[src/rtl/fetch_pkg.sv]
// fetch_pkg: shared widths, PC step and fetch FSM states
package fetch_pkg;
  localparam int XLEN = 64;
  localparam int INST_W = 32;
  localparam logic [XLEN-1:0] PC_STEP = 64'd4;
  typedef enum logic {RUN, FLUSH} state_t;
endpackage

[src/rtl/sync_fifo.sv]
// sync_fifo: single-clock FIFO with flush and occupancy count
module sync_fifo #(
  parameter int W = 8,
  parameter int D = 2
) (
  input  logic                     clk,
  input  logic                     rst,
  input  logic                     flush,
  input  logic                     push,
  input  logic [W-1:0]             push_data,
  input  logic                     pop,
  output logic [W-1:0]             pop_data,
  output logic                     full,
  output logic                     empty,
  output logic [$clog2(D+1)-1:0]   count
);
  localparam int AW = D > 1 ? $clog2(D) : 1;
  localparam int CW = $clog2(D + 1);
  logic [W-1:0] mem [D];
  logic [AW-1:0] wr, rd;
  logic do_push, do_pop;
  function automatic logic [AW-1:0] nxt(input logic [AW-1:0] p);
    return p == AW'(D - 1) ? '0 : p + 1'b1;
  endfunction
  assign full = count == CW'(D);
  assign empty = count == '0;
  assign do_push = push && !full;
  assign do_pop = pop && !empty;
  assign pop_data = mem[rd];
  always_ff @(posedge clk)
    if (do_push) mem[wr] <= push_data;
  always_ff @(posedge clk)
    if (rst || flush) begin
      wr <= '0;
      rd <= '0;
      count <= '0;
    end else begin
      if (do_push) wr <= nxt(wr);
      if (do_pop) rd <= nxt(rd);
      count <= count + CW'(do_push) - CW'(do_pop);
    end
endmodule

[src/rtl/instr_fetch_unit.sv]
// instr_fetch_unit: credit-based instruction fetch with redirect flush
module instr_fetch_unit import fetch_pkg::*; #(
  parameter logic [XLEN-1:0] RESET_PC = 64'd0,
  parameter int BUF_DEPTH = 2
) (
  input  logic              clk,
  input  logic              reset,
  input  logic              redirect_valid,
  input  logic [XLEN-1:0]   redirect_pc,
  output logic              imem_req_valid,
  input  logic              imem_req_ready,
  output logic [XLEN-1:0]   imem_req_addr,
  input  logic              imem_resp_valid,
  input  logic [INST_W-1:0] imem_resp_data,
  output logic              inst_valid,
  input  logic              inst_ready,
  output logic [XLEN-1:0]   inst_pc,
  output logic [INST_W-1:0] inst_data
);
  localparam int CW = $clog2(BUF_DEPTH + 1);
  state_t state, state_n;
  logic [XLEN-1:0] fetch_pc, fetch_pc_n, tag_pc;
  logic [XLEN+INST_W-1:0] head;
  logic [CW-1:0] drop, drop_n, outs, tag_cnt, buf_cnt;
  logic tag_full, tag_empty, buf_full, buf_empty;
  logic run, credit, req_fire, inst_fire, resp_take;
  assign run = state == RUN && !reset;
  assign inst_valid = run && !buf_empty;
  assign inst_fire = inst_valid && inst_ready;
  // a same-cycle decode pop frees a slot, which keeps a depth-2 buffer streaming
  assign credit = int'(tag_cnt) + int'(buf_cnt) - int'(inst_fire) < BUF_DEPTH;
  assign imem_req_valid = run && credit;
  assign imem_req_addr = fetch_pc;
  assign req_fire = imem_req_valid && imem_req_ready;
  assign resp_take = imem_resp_valid && run && !redirect_valid && !tag_empty;
  assign outs = state == RUN ? tag_cnt : drop;
  assign {inst_pc, inst_data} = head;
  always_comb begin
    fetch_pc_n = req_fire ? fetch_pc + PC_STEP : fetch_pc;
    drop_n = state == FLUSH && imem_resp_valid ? drop - 1'b1 : drop;
    if (redirect_valid) begin
      fetch_pc_n = redirect_pc & ~64'd3;
      drop_n = outs + CW'(req_fire) - CW'(imem_resp_valid);
    end
    state_n = drop_n != '0 ? FLUSH : RUN;
  end
  always_ff @(posedge clk)
    if (reset) begin
      state <= RUN;
      drop <= '0;
      fetch_pc <= RESET_PC & ~64'd3;
    end else begin
      state <= state_n;
      drop <= drop_n;
      fetch_pc <= fetch_pc_n;
    end
  // requests accepted in a redirect cycle are stale and never get a tag
  sync_fifo #(.W(XLEN), .D(BUF_DEPTH)) u_tag (
    .clk(clk),
    .rst(reset),
    .flush(redirect_valid),
    .push(req_fire && !redirect_valid && !tag_full),
    .push_data(fetch_pc),
    .pop(resp_take),
    .pop_data(tag_pc),
    .full(tag_full),
    .empty(tag_empty),
    .count(tag_cnt)
  );
  sync_fifo #(.W(XLEN + INST_W), .D(BUF_DEPTH)) u_buf (
    .clk(clk),
    .rst(reset),
    .flush(redirect_valid),
    .push(resp_take && !buf_full),
    .push_data({tag_pc, imem_resp_data}),
    .pop(inst_fire),
    .pop_data(head),
    .full(buf_full),
    .empty(buf_empty),
    .count(buf_cnt)
  );
endmodule

[config.mk]
export PLATFORM = sky130hd
export DESIGN_NAME = instr_fetch_unit
export DESIGN_NICKNAME = d
export VERILOG_FILES = /design/src/rtl/fetch_pkg.sv /design/src/rtl/sync_fifo.sv /design/src/rtl/instr_fetch_unit.sv
export SDC_FILE = /design/constraint.sdc
export NUM_CORES = 1
export LEC_CHECK = 0
export ABC_AREA = 1
export CORE_MARGIN = 2
export CORE_UTILIZATION = 30
export CTS_CLUSTER_DIAMETER = 80
export DETAILED_ROUTE_END_ITERATION = 12
export GPL_ROUTABILITY_DRIVEN = 0
export PLACE_DENSITY = 0.6
export SYNTH_ARGS = -nofsm -noshare
export SYNTH_HDL_FRONTEND = slang
export SYNTH_SLANG_ARGS = --single-unit
[constraint.sdc]
create_clock -name clk -period 19.2 [get_ports clk]
set_input_delay 2.88 -clock clk [delete_from_list [all_inputs] [get_ports clk]]
set_output_delay 2.88 -clock clk [all_outputs]
set_load 0.02 [all_outputs]
; Word-level counts from Yosys, hierarchy flattened
; Memory sizes are Yosys's and may differ from the RTL's. A register that Yosys moved wholly into a read port is not among the register bits.
; Cells that the tools add are included.
[totals]
mem_count = 2
ff_bits = 75
ramBits = 320
elab_cells = 76
latch_bits = 0
inputBits = 102
rom_bits = 0
[memory_table]
columns = name, depth, width, read_ports, rd_ports_with_merged_regs, wr, line_no
row1 = u_buf.mem, 2, 96, 1, 1, 1, sync_fifo.sv:19  ; logic [W-1:0] mem [D];
row2 = u_tag.mem, 2, 64, 1, 1, 1, sync_fifo.sv:19
[classes]
addsub = 14
muxes = 18
n_bitwise = 1
n_mul = 0
div_mod_pow = 0
order_cmp = 1
eq_ne = 2
shifts = 0
n_reduce_logical = 28
[ops]
columns = op, n
row1 = $mux 64, 2
row2 = $add 64x3->64 const B, 1
row3 = $logic_and 1x1->1, 16
row4 = $mux 1, 13
row5 = $add 2x1->2, 3
row6 = $logic_not 1->1, 6
row7 = $mux 2, 3
row8 = $sub 2x1->2, 3
row9 = $add 1x1->1 const B, 4
row10 = $eq 2x2->1 const B, 2
row11 = $logic_not 2->1, 2
row12 = $lt 4x3->1 const B, 1
row13 = $reduce_bool 2->1, 2
row14 = $sub 3x1->4, 1
row15 = $add 2x2->3, 1
row16 = $reduce_or 2->1, 1
row17 = $sub 2x1->2 const B, 1
row18 = $logic_or 1x1->1, 1
row19 = $not 1->1, 1

; Logic depth before layout (Yosys ltp)
; Gate-level depths: netlist of run 1.
[logic_depth]
word_depth = 13
ltp_mapped = 21
mapped_depth_nobuf = 21

; By module
; A second synthesis of run 1 with hierarchy kept.
[hier_totals]
hier_cells = 1460
area_unflattened_um2 = 17638.2
[modules_own_cells]
columns = module, cells_each, n_inst, seq_area_each_um2, area_each_um2
row1 = sync_fifo at u_buf, 337, 1, 5865.6, 7377.1
row2 = sync_fifo at u_tag, 237, 1, 3943.8, 5170.0
row3 = instr_fetch_unit, 886, 1, 1301.2, 5091.1

; Least setup slack after synthesis of run 1
; Ideal clock, no wire load.
[synth_timing]
kind = in2reg
from = in redirect_valid
to = mem u_buf.mem[1][0] (netlist bit), enable pin
path_slack_ns = 11.139
t_arrival_ns = 7.512
cell_stages = 6
setup_ns = 0.549
t_required_ns = 18.651
path_buffers = 1
path_cell_list = buf_2 > inv_1 > nand3_1 > a21oi_1 > inv_1 > nor2_1
[synth_between]
elab_chain_len = 7
[synth_lines]
columns = element, line_no
row1 = "start, declared", instr_fetch_unit.sv:8  ; input logic redirect_valid,
row2 = $logic_not 1->1, instr_fetch_unit.sv:35  ; assign resp_take = imem_resp_valid && run && !redirect_valid && !tag_empty;
row3 = $logic_and 1x1->1 (2 in a row), instr_fetch_unit.sv:35
row4 = $logic_and 1x1->1, instr_fetch_unit.sv:74  ; .push(resp_take && !buf_full),
row5 = $logic_and 1x1->1, sync_fifo.sv:27  ; assign do_push = push && !full;
row6 = via u_buf.do_push, sync_fifo.sv:21  ; logic do_push, do_pop;
row7 = $mux 1, sync_fifo.sv:31  ; if (do_push) mem[wr] <= push_data;
row8 = $mux 1 (not written as such), sync_fifo.sv:31
row9 = "end, declared", sync_fifo.sv:19
; The timed path passes the listed nets, and every way through them passes these cells.

; Final worst setup path of run 1
[layout_timing]
from = in reset
to = out imem_req_valid
[layout_between]
elab_chain_len = 7
[layout_lines]
columns = element, line_no
row1 = "start, declared", instr_fetch_unit.sv:7  ; input logic reset,
row2 = $logic_not 1->1 (*), instr_fetch_unit.sv:27  ; assign run = state == RUN && !reset;
row3 = $logic_and 1x1->1 (*), instr_fetch_unit.sv:27
row4 = $logic_and 1x1->1, instr_fetch_unit.sv:28  ; assign inst_valid = run && !buf_empty;
row5 = $logic_and 1x1->1, instr_fetch_unit.sv:29  ; assign inst_fire = inst_valid && inst_ready;
row6 = $sub 3x1->4, instr_fetch_unit.sv:31  ; assign credit = int'(tag_cnt) + int'(buf_cnt) - int'(inst_fire) < BUF_DEPTH;
row7 = $lt 4x3->1, instr_fetch_unit.sv:31
row8 = $logic_and 1x1->1 (*), instr_fetch_unit.sv:32  ; assign imem_req_valid = run && credit;
row9 = "end, declared", instr_fetch_unit.sv:10  ; output logic imem_req_valid,
; Mark *: on every way between the ends. The rest lies on a longest branch, timed or not.

==> flow_summary_export.csv, run 1 <==
group,metric,value,unit
timing,timing_max_transition_violations_final,0,
timing,worstMarginPinSlew,1160,ps
job,max_cap_violations,0,
die,floorplan.initialDensity,0.304,
setup_path,timing.critical_path.fanout_max,58,
synthesis,ys_ff_latch,387,
timing,setup_viol,0,
finish,most-common-layout-cells,"312 x sky130_fd_sc_hd__edfxtp_1, 306 x sky130_fd_sc_hd__nand2_1, 255 x sky130_fd_sc_hd__clkdlybuf4s50_1, 156 x sky130_fd_sc_hd__mux2_2, 143 x sky130_fd_sc_hd__nor2_1",
grt,globalRouteTotalUtil,0.160,
power_and_ir_drop,power_density,87.8,mW/mm^2
synthesis,portion_of_the_post_synthesis_area_used_by_sequential_elements,0.650,
clock_tree,cts.hold.buffers_added,0,
routing,wl_per_cell,18.9,um
clock_tree,cts.htree.levels,2,
routing,firstDrtPassIters,5,
setup_path,path_class,"in -> out",
finish,most_frequent_standard_cell_in_the_layout_excluding_fill_and_tap_cells,"sky130_fd_sc_hd__edfxtp_1",
timing,timing.final.hold_violations,0,
die,die_h,240,um
timing,fin_worst_skew,26.1,ps
grt,globalRouteMet1Util,0.201,
grt,grt_max_degree,67,
worst_hold_path,worstHoldPathType,"reg -> reg",
setup_path,worstSetupEndpointType,"output port",
timing,rsz0062_at_grt,"no",
clock_tree,cts_setup_buffers,0,
grt,grt.overflow.total,0,
clock_tree,cts-root-buf,"sky130_fd_sc_hd__clkbuf_16",
synthesis,synth.largest_area_cell,"sky130_fd_sc_hd__edfxtp_1",
clock_tree,max-clock-path-buffers,3,
routing,via_per_inst,4.57,
timing,fin_tns_setup,0,ps
timing,layout_worst_path_cycle_share,0.471,
synthesis,post_synthesis_cell_area,0.0167,mm^2
die,design.die.area,0.0577,mm^2
worst_hold_path,worst_hold_startpoint,"u_tag.rd",
clock_tree,source_to_sink_clock_delay_at_the_later_pin_of_the_worst_skew_pair,570,ps
synthesis,synth_cell_types,38,
die,placement_rows,86,
placement,dpl_cell_area,0.0201,mm^2
synthesis,syn-mean-instance-area,11.8,um^2
finish,area_growth_syn_to_layout,28.8,%
setup_path,r2r_start,"state",
setup_path,category_of_the_worst_setup_path_launch_point,"primary input",
synthesis,muxShareOfSynthArea,0.105,
timing,timing.max_slew.rel_slack,0.225,
clock_tree,cts_inserted_buffers,43,
synthesis,synth-adder-area-share,0.00868,
setup_path,worstPathRequired,16320,ps
synthesis,async_flop_share,0,
grt,grt_pass1_vias,11195,
power_and_ir_drop,p_leak,7.12,nW
die,placeableCoreArea,0.0551,mm^2
setup_path,timing.rr.end,"u_tag.mem[0][32]",
synthesis,synth.top_cell.area_share,0.560,
setup_path,crit_arrival,6160,ps
clock_tree,cts-resized-gates,0,
routing,totalWireLength,46700,um
finish,final_layout_size_suffix_gt1_frac,0.166,
synthesis,synth_compound_gate_area_share,0.0429,
grt,grtUsageMet3,0.0336,
grt,antenna_violations_before_repair,2,
placement,port_buffers,257,
synthesis,yosys_most_used_dff,"sky130_fd_sc_hd__edfxtp_1",
setup_path,setup.reg_to_reg.worst_slack,14180,ps
routing,drc_marker_count_from_the_first_detailed_route_iteration,636,
timing,finalCriticalPeriod,9040,ps
clock_tree,cts.clk_slew.worst_paths,60,ps
synthesis,synth.yosys.warnings,0,
clock_tree,clock_sinks,387,
setup_path,rr_worst_depth,17,
grt,grt_use_met2,0.267,
die,pin_count,264,
die,chipWidth,240,um
routing,final_antenna_net_count,0,
synthesis,synth_top_family_by_area,"simple AND/OR/NAND/NOR gates",
clock_tree,tritoncts_clock_tree,"done",
timing,fmax,111,MHz
placement,detailed_place_hpwl,32600,um
synthesis,synth_area_leaders,"sky130_fd_sc_hd__edfxtp_1 56%, sky130_fd_sc_hd__mux2_2 11%, sky130_fd_sc_hd__dfxtp_1 9.0%, sky130_fd_sc_hd__nand2_1 6.9%, sky130_fd_sc_hd__nor2_1 3.3%",
synthesis,synth_xor_area_frac,0.0194,
finish,design_area,0.0215,mm^2
synthesis,yosys.area_share.simple,0.137,
finish,nets,1804,
finish,fillers,5362,
routing,via_count,11302,
synthesis,synth_enable_flop_cells,312,
grt,grt-busiest-layer,"met2",
outcome,status,"finished clean",
synthesis,post_synth_inst_count,1423,
grt,global_route_wire_length_before_repair,68200,um
worst_hold_path,hold_depth,2,
routing,route.detailed.drc,0,
power_and_ir_drop,irDropWorstVdd,0.0000523,V
worst max path at each step:
stage / slack [ps] / startpoint / depth (start not counted) / end
floorplan: 11140 / redirect_valid / 6 / u_buf.mem[1][0]
global placement: 10150 / reset / 15 / imem_req_valid
detailed placement: 10150 / reset / 15 / imem_req_valid
CTS: 10150 / reset / 15 / imem_req_valid
global route: 9910 / reset / 15 / imem_req_valid
finish: 10160 / reset / 15 / imem_req_valid
state kept, by name, indices dropped and copies added (netlist names), named ones only:
name           count
u_buf.mem        188
u_tag.mem        124
imem_req_addr     62
drop               2
u_buf.count        2
u_tag.count        2
state              1
u_buf.rd           1
u_buf.wr           1
u_tag.rd           1
u_tag.wr           1
per-layer routing:
layer | routed length, um | part of all wire
met1 | 20300 | 0.43
met2 | 22100 | 0.47
met3 | 2640 | 0.056
met4 | 1680 | 0.036
met5 | 0 | 0
critical path, stage by stage:
cell and delay, ps:
sky130_fd_sc_hd__buf_2 70, sky130_fd_sc_hd__buf_4 560, sky130_fd_sc_hd__nor2_2 130, sky130_fd_sc_hd__o21a_1 160, sky130_fd_sc_hd__nand2_1 110, sky130_fd_sc_hd__inv_1 50
sky130_fd_sc_hd__ha_1 260, sky130_fd_sc_hd__inv_1 70, sky130_fd_sc_hd__nand2_1 60, sky130_fd_sc_hd__fa_1 520, sky130_fd_sc_hd__nand2_1 60, sky130_fd_sc_hd__nand2_1 50
sky130_fd_sc_hd__nand2_1 70, sky130_fd_sc_hd__a21oi_1 350, sky130_fd_sc_hd__clkdlybuf4s50_1 720
kinds of logic (layout without fill, tap and decap cells):
family / after synthesis / after routing
adder cells (fa/ha/maj): 11 / 11
buffers and inverters: 149 / 448
flip-flops: 387 / 387
other: 1 / 6
AND/OR/NAND/NOR: 544 / 544
XOR/XNOR: 37 / 37
multiplexers: 156 / 156
AO/OA/AOI/OAI: 138 / 138
stage by stage:
| step | cells | total power [mW] | util | hold WS, ps | setup WS, ps |
|---|---|---|---|---|---|
| 3_5_place_dp | 2394 | 1.08 | 0.365 | 499 | 10150 |
| 3_3_place_gp | 2394 | 1.08 | 0.365 | 494 | 10150 |
| 4_1_cts | 2473 | 1.91 | 0.391 | 509 | 10150 |
| 2_1_floorplan | 1426 | 1.01 | - | 472 | 11140 |
| 6_report | 2475 | 1.89 | 0.391 | 503 | 10160 |
| 5_1_grt | 2474 | 1.95 | 0.391 | 527 | 9910 |
report_power, final:
group,switching [mW],total [mW],internal (mW)
Clock,0.342,0.828,0.486
Sequential,0.0244,0.947,0.922
Combinational,0.0644,0.117,0.0521
cells in the mapped netlist (10+ instances only):
cell / n
sky130_fd_sc_hd__o21ai_0: 65
sky130_fd_sc_hd__nor2_1: 147
sky130_fd_sc_hd__xnor2_1: 11
sky130_fd_sc_hd__mux2_2: 156
sky130_fd_sc_hd__nand3_1: 29
sky130_fd_sc_hd__ha_1: 10
sky130_fd_sc_hd__inv_1: 97
sky130_fd_sc_hd__nand4_1: 14
sky130_fd_sc_hd__buf_2: 22
sky130_fd_sc_hd__nand2_1: 306
sky130_fd_sc_hd__edfxtp_1: 312
sky130_fd_sc_hd__a31oi_1: 11
sky130_fd_sc_hd__xor2_1: 26
sky130_fd_sc_hd__dfxtp_1: 75
sky130_fd_sc_hd__nor2_2: 20
sky130_fd_sc_hd__clkbuf_1: 13
sky130_fd_sc_hd__a21oi_1: 56
sky130_fd_sc_hd__nand2_2: 10
layout make-up:
| class | instances | area, um^2 | area share |
|---|---|---|---|
| diodes | 2 | 5.00 | 0.000232 |
| clock buffers | 49 | 1150 | 0.0534 |
| clock inverters | 30 | 274 | 0.0127 |
| inverters | 103 | 387 | 0.0180 |
| multi-input cells | 890 | 5280 | 0.245 |
| flip-flops and latches | 387 | 10900 | 0.505 |
| well taps | 748 | 936 | 0.0435 |
| repair buffers | 266 | 2630 | 0.122 |
Power figures use the tool's default switching activity.
==> inputs of run 2 (changes only) <==
==> constraint.sdc (replaced) <==
create_clock -name clk -period 8.7 [get_ports clk]
set_input_delay 1.305 -clock clk [delete_from_list [all_inputs] [get_ports clk]]
set_output_delay 1.305 -clock clk [all_outputs]
set_load 0.02 [all_outputs]
==> flow_summary_export.csv, run 2 (synthesis gave the netlist of run 1 again) <==
group,metric,value,unit
die,die_h,240,um
routing,drc_marker_count_from_the_first_detailed_route_iteration,664,
routing,met2_wirelength,22600,um
timing,finalCriticalPeriod,5970,ps
routing,firstDrtPassIters,5,
routing,wl_per_cell,19.0,um
finish,most_frequent_standard_cell_in_the_layout_excluding_fill_and_tap_cells,"sky130_fd_sc_hd__edfxtp_1",
finish,most-common-layout-cells,"312 x sky130_fd_sc_hd__edfxtp_1, 306 x sky130_fd_sc_hd__nand2_1, 255 x sky130_fd_sc_hd__clkdlybuf4s50_1, 156 x sky130_fd_sc_hd__mux2_2, 143 x sky130_fd_sc_hd__nor2_1",
die,design.die.area,0.0577,mm^2
placement,port_buffers,257,
clock_tree,cts-root-buf,"sky130_fd_sc_hd__clkbuf_16",
job,max_cap_violations,0,
clock_tree,tritoncts_clock_tree,"done",
placement,post-place-ws,2290,ps
finish,largest_register_ffs,188,
grt,grt.overflow.total,0,
finish,antenna-diode-count,0,
routing,dr.max_layer_used,"met4",
die,placeableCoreArea,0.0551,mm^2
grt,antenna_violations_before_repair,1,
timing,rsz0062_at_grt,"no",
finish,nets,1806,
setup_path,worstPathRequired,7390,ps
outcome,status,"finished clean",
routing,wl_met3,2870,um
timing,timing.max_slew.rel_slack,0.184,
clock_tree,cts.htree.levels,2,
die,floorplan.initialDensity,0.304,
grt,grt_pass1_vias,11215,
routing,met1_length,20100,um
die,chipWidth,240,um
routing,via_per_inst,4.60,
power_and_ir_drop,irDropWorstVdd,0.000143,V
setup_path,category_of_the_worst_setup_path_launch_point,"primary input",
placement,detailed_place_hpwl,32800,um
clock_tree,cts_setup_buffers,0,
timing,setup_viol,0,
routing,totalWireLength,46900,um
setup_path,worstSetupEndpointType,"output port",
worst_hold_path,worstHoldPathType,"reg -> reg",
power_and_ir_drop,power_density,196,mW/mm^2
timing,fin_worst_skew,37.2,ps
clock_tree,cts_inserted_buffers,44,
clock_tree,clock_sinks,387,
timing,worstMarginPinSlew,1220,ps
routing,final_antenna_net_count,0,
finish,register_area,0.0109,mm^2
routing,via_count,11388,
finish,multi_input_area,0.00528,mm^2
timing,layout_worst_path_cycle_share,0.686,
power_and_ir_drop,power.share.sequential,0.491,
routing,route.detailed.drc,0,
setup_path,path_class,"in -> out",
finish,area_growth_syn_to_layout,29.4,%
clock_tree,cts-resized-gates,0,
finish,regMostFlops,"u_buf.mem",
setup_path,timing.critical_path.fanout_max,58,
timing,timing_max_transition_violations_final,0,
grt,globalRouteTotalUtil,0.160,
power_and_ir_drop,combPwrFrac,0.061,
finish,fillers,5303,
timing,fin_tns_setup,0,ps
power_and_ir_drop,p_leak,7.16,nW
power_and_ir_drop,p_clk_frac,0.447,
timing,final_critical_path_setup_slack,2730,ps
power_and_ir_drop,power_switching,942,uW
grt,grt_max_degree,64,
die,placement_rows,86,
timing,fmax,168,MHz
finish,final_layout_size_suffix_gt1_frac,0.166,
power_and_ir_drop,swShare,0.222,
setup_path,crit_arrival,4660,ps
power_and_ir_drop,p_total,4.25,mW
timing,timing.final.hold_violations,0,
clock_tree,max-clock-path-buffers,3,
clock_tree,cts.clk_slew.worst_paths,60,ps
clock_tree,source_to_sink_clock_delay_at_the_later_pin_of_the_worst_skew_pair,570,ps
grt,global_route_wire_length_before_repair,68600,um
clock_tree,cts.hold.buffers_added,0,
power_and_ir_drop,power_report.internal_total,3.31,mW
die,pin_count,264,
==> run 2: cell types whose count changed in the layout (fill, tap and decap cells not counted), moves of 2 or more <==
cell / delta
sky130_fd_sc_hd__buf_12: +4
sky130_fd_sc_hd__diode_2: -2
sky130_fd_sc_hd__clkinv_1: -4
sky130_fd_sc_hd__clkbuf_1: +5
sky130_fd_sc_hd__clkinv_2: -3
sky130_fd_sc_hd__inv_6: +2
sky130_fd_sc_hd__bufinv_16: +3
sky130_fd_sc_hd__clkinv_8: -2
sky130_fd_sc_hd__buf_4: -3
==> run 2: through the flow <==
step	util	instance area [um^2]	instances	hold WS, ps
6_report	0.393	21600	2475	491
5_1_grt	0.393	21600	2475	529
4_1_cts	0.393	21600	2475	497
3_5_place_dp	0.366	20200	2395	494
3_3_place_gp	0.366	20200	2395	495
2_1_floorplan	-	16700	1426	472
==> run 2: power by group through the flow <==
| stage | clock (mW) | combinational [mW] | sequential, mW |
|---|---|---|---|
| 6_report | 1.90 | 0.261 | 2.09 |
| 2_1_floorplan | 0 | 0.112 | 2.13 |
| 5_1_grt | 2.02 | 0.283 | 2.09 |
| 3_5_place_dp | 0 | 0.262 | 2.13 |
| 3_3_place_gp | 0 | 0.256 | 2.13 |
| 4_1_cts | 1.95 | 0.264 | 2.09 |
==> run 2: worst paths after layout <==
kind | start | endpoint | slack (ps) | cells past startpoint
max reg2reg | state | u_tag.mem[1][35] | 3990 | 17
min | u_buf.rd | flop | 490 | 2
max | reset | imem_req_valid | 2730 | 15
min reg2reg | u_buf.rd | flop | 490 | 2
==> run 2: layout make-up <==
type	count	share of cell area
Sequential cell	387	0.502
Multi-Input combinational cell	890	0.244
Timing Repair Buffer	267	0.124
Clock buffer	53	0.0534
Tap cell	748	0.0432
Inverter	103	0.0179
Clock inverter	27	0.0150
==> run 2: critical path, stage by stage <==
cell and delay (ps):
sky130_fd_sc_hd__buf_2 80, sky130_fd_sc_hd__buf_4 550, sky130_fd_sc_hd__nor2_2 130, sky130_fd_sc_hd__o21a_1 150, sky130_fd_sc_hd__nand2_1 110, sky130_fd_sc_hd__inv_1 60
sky130_fd_sc_hd__ha_1 260, sky130_fd_sc_hd__inv_1 70, sky130_fd_sc_hd__nand2_1 70, sky130_fd_sc_hd__fa_1 510, sky130_fd_sc_hd__nand2_1 60, sky130_fd_sc_hd__nand2_1 60
sky130_fd_sc_hd__nand2_1 70, sky130_fd_sc_hd__a21oi_1 420, sky130_fd_sc_hd__clkdlybuf4s50_1 740
==> run 2: routing by layer <==
layer	global-route usage	vias up
li1	-	5441
met1	0.202	5496
met2	0.271	358
met3	0.0347	93
met4	0.0525	0
met5	0	-
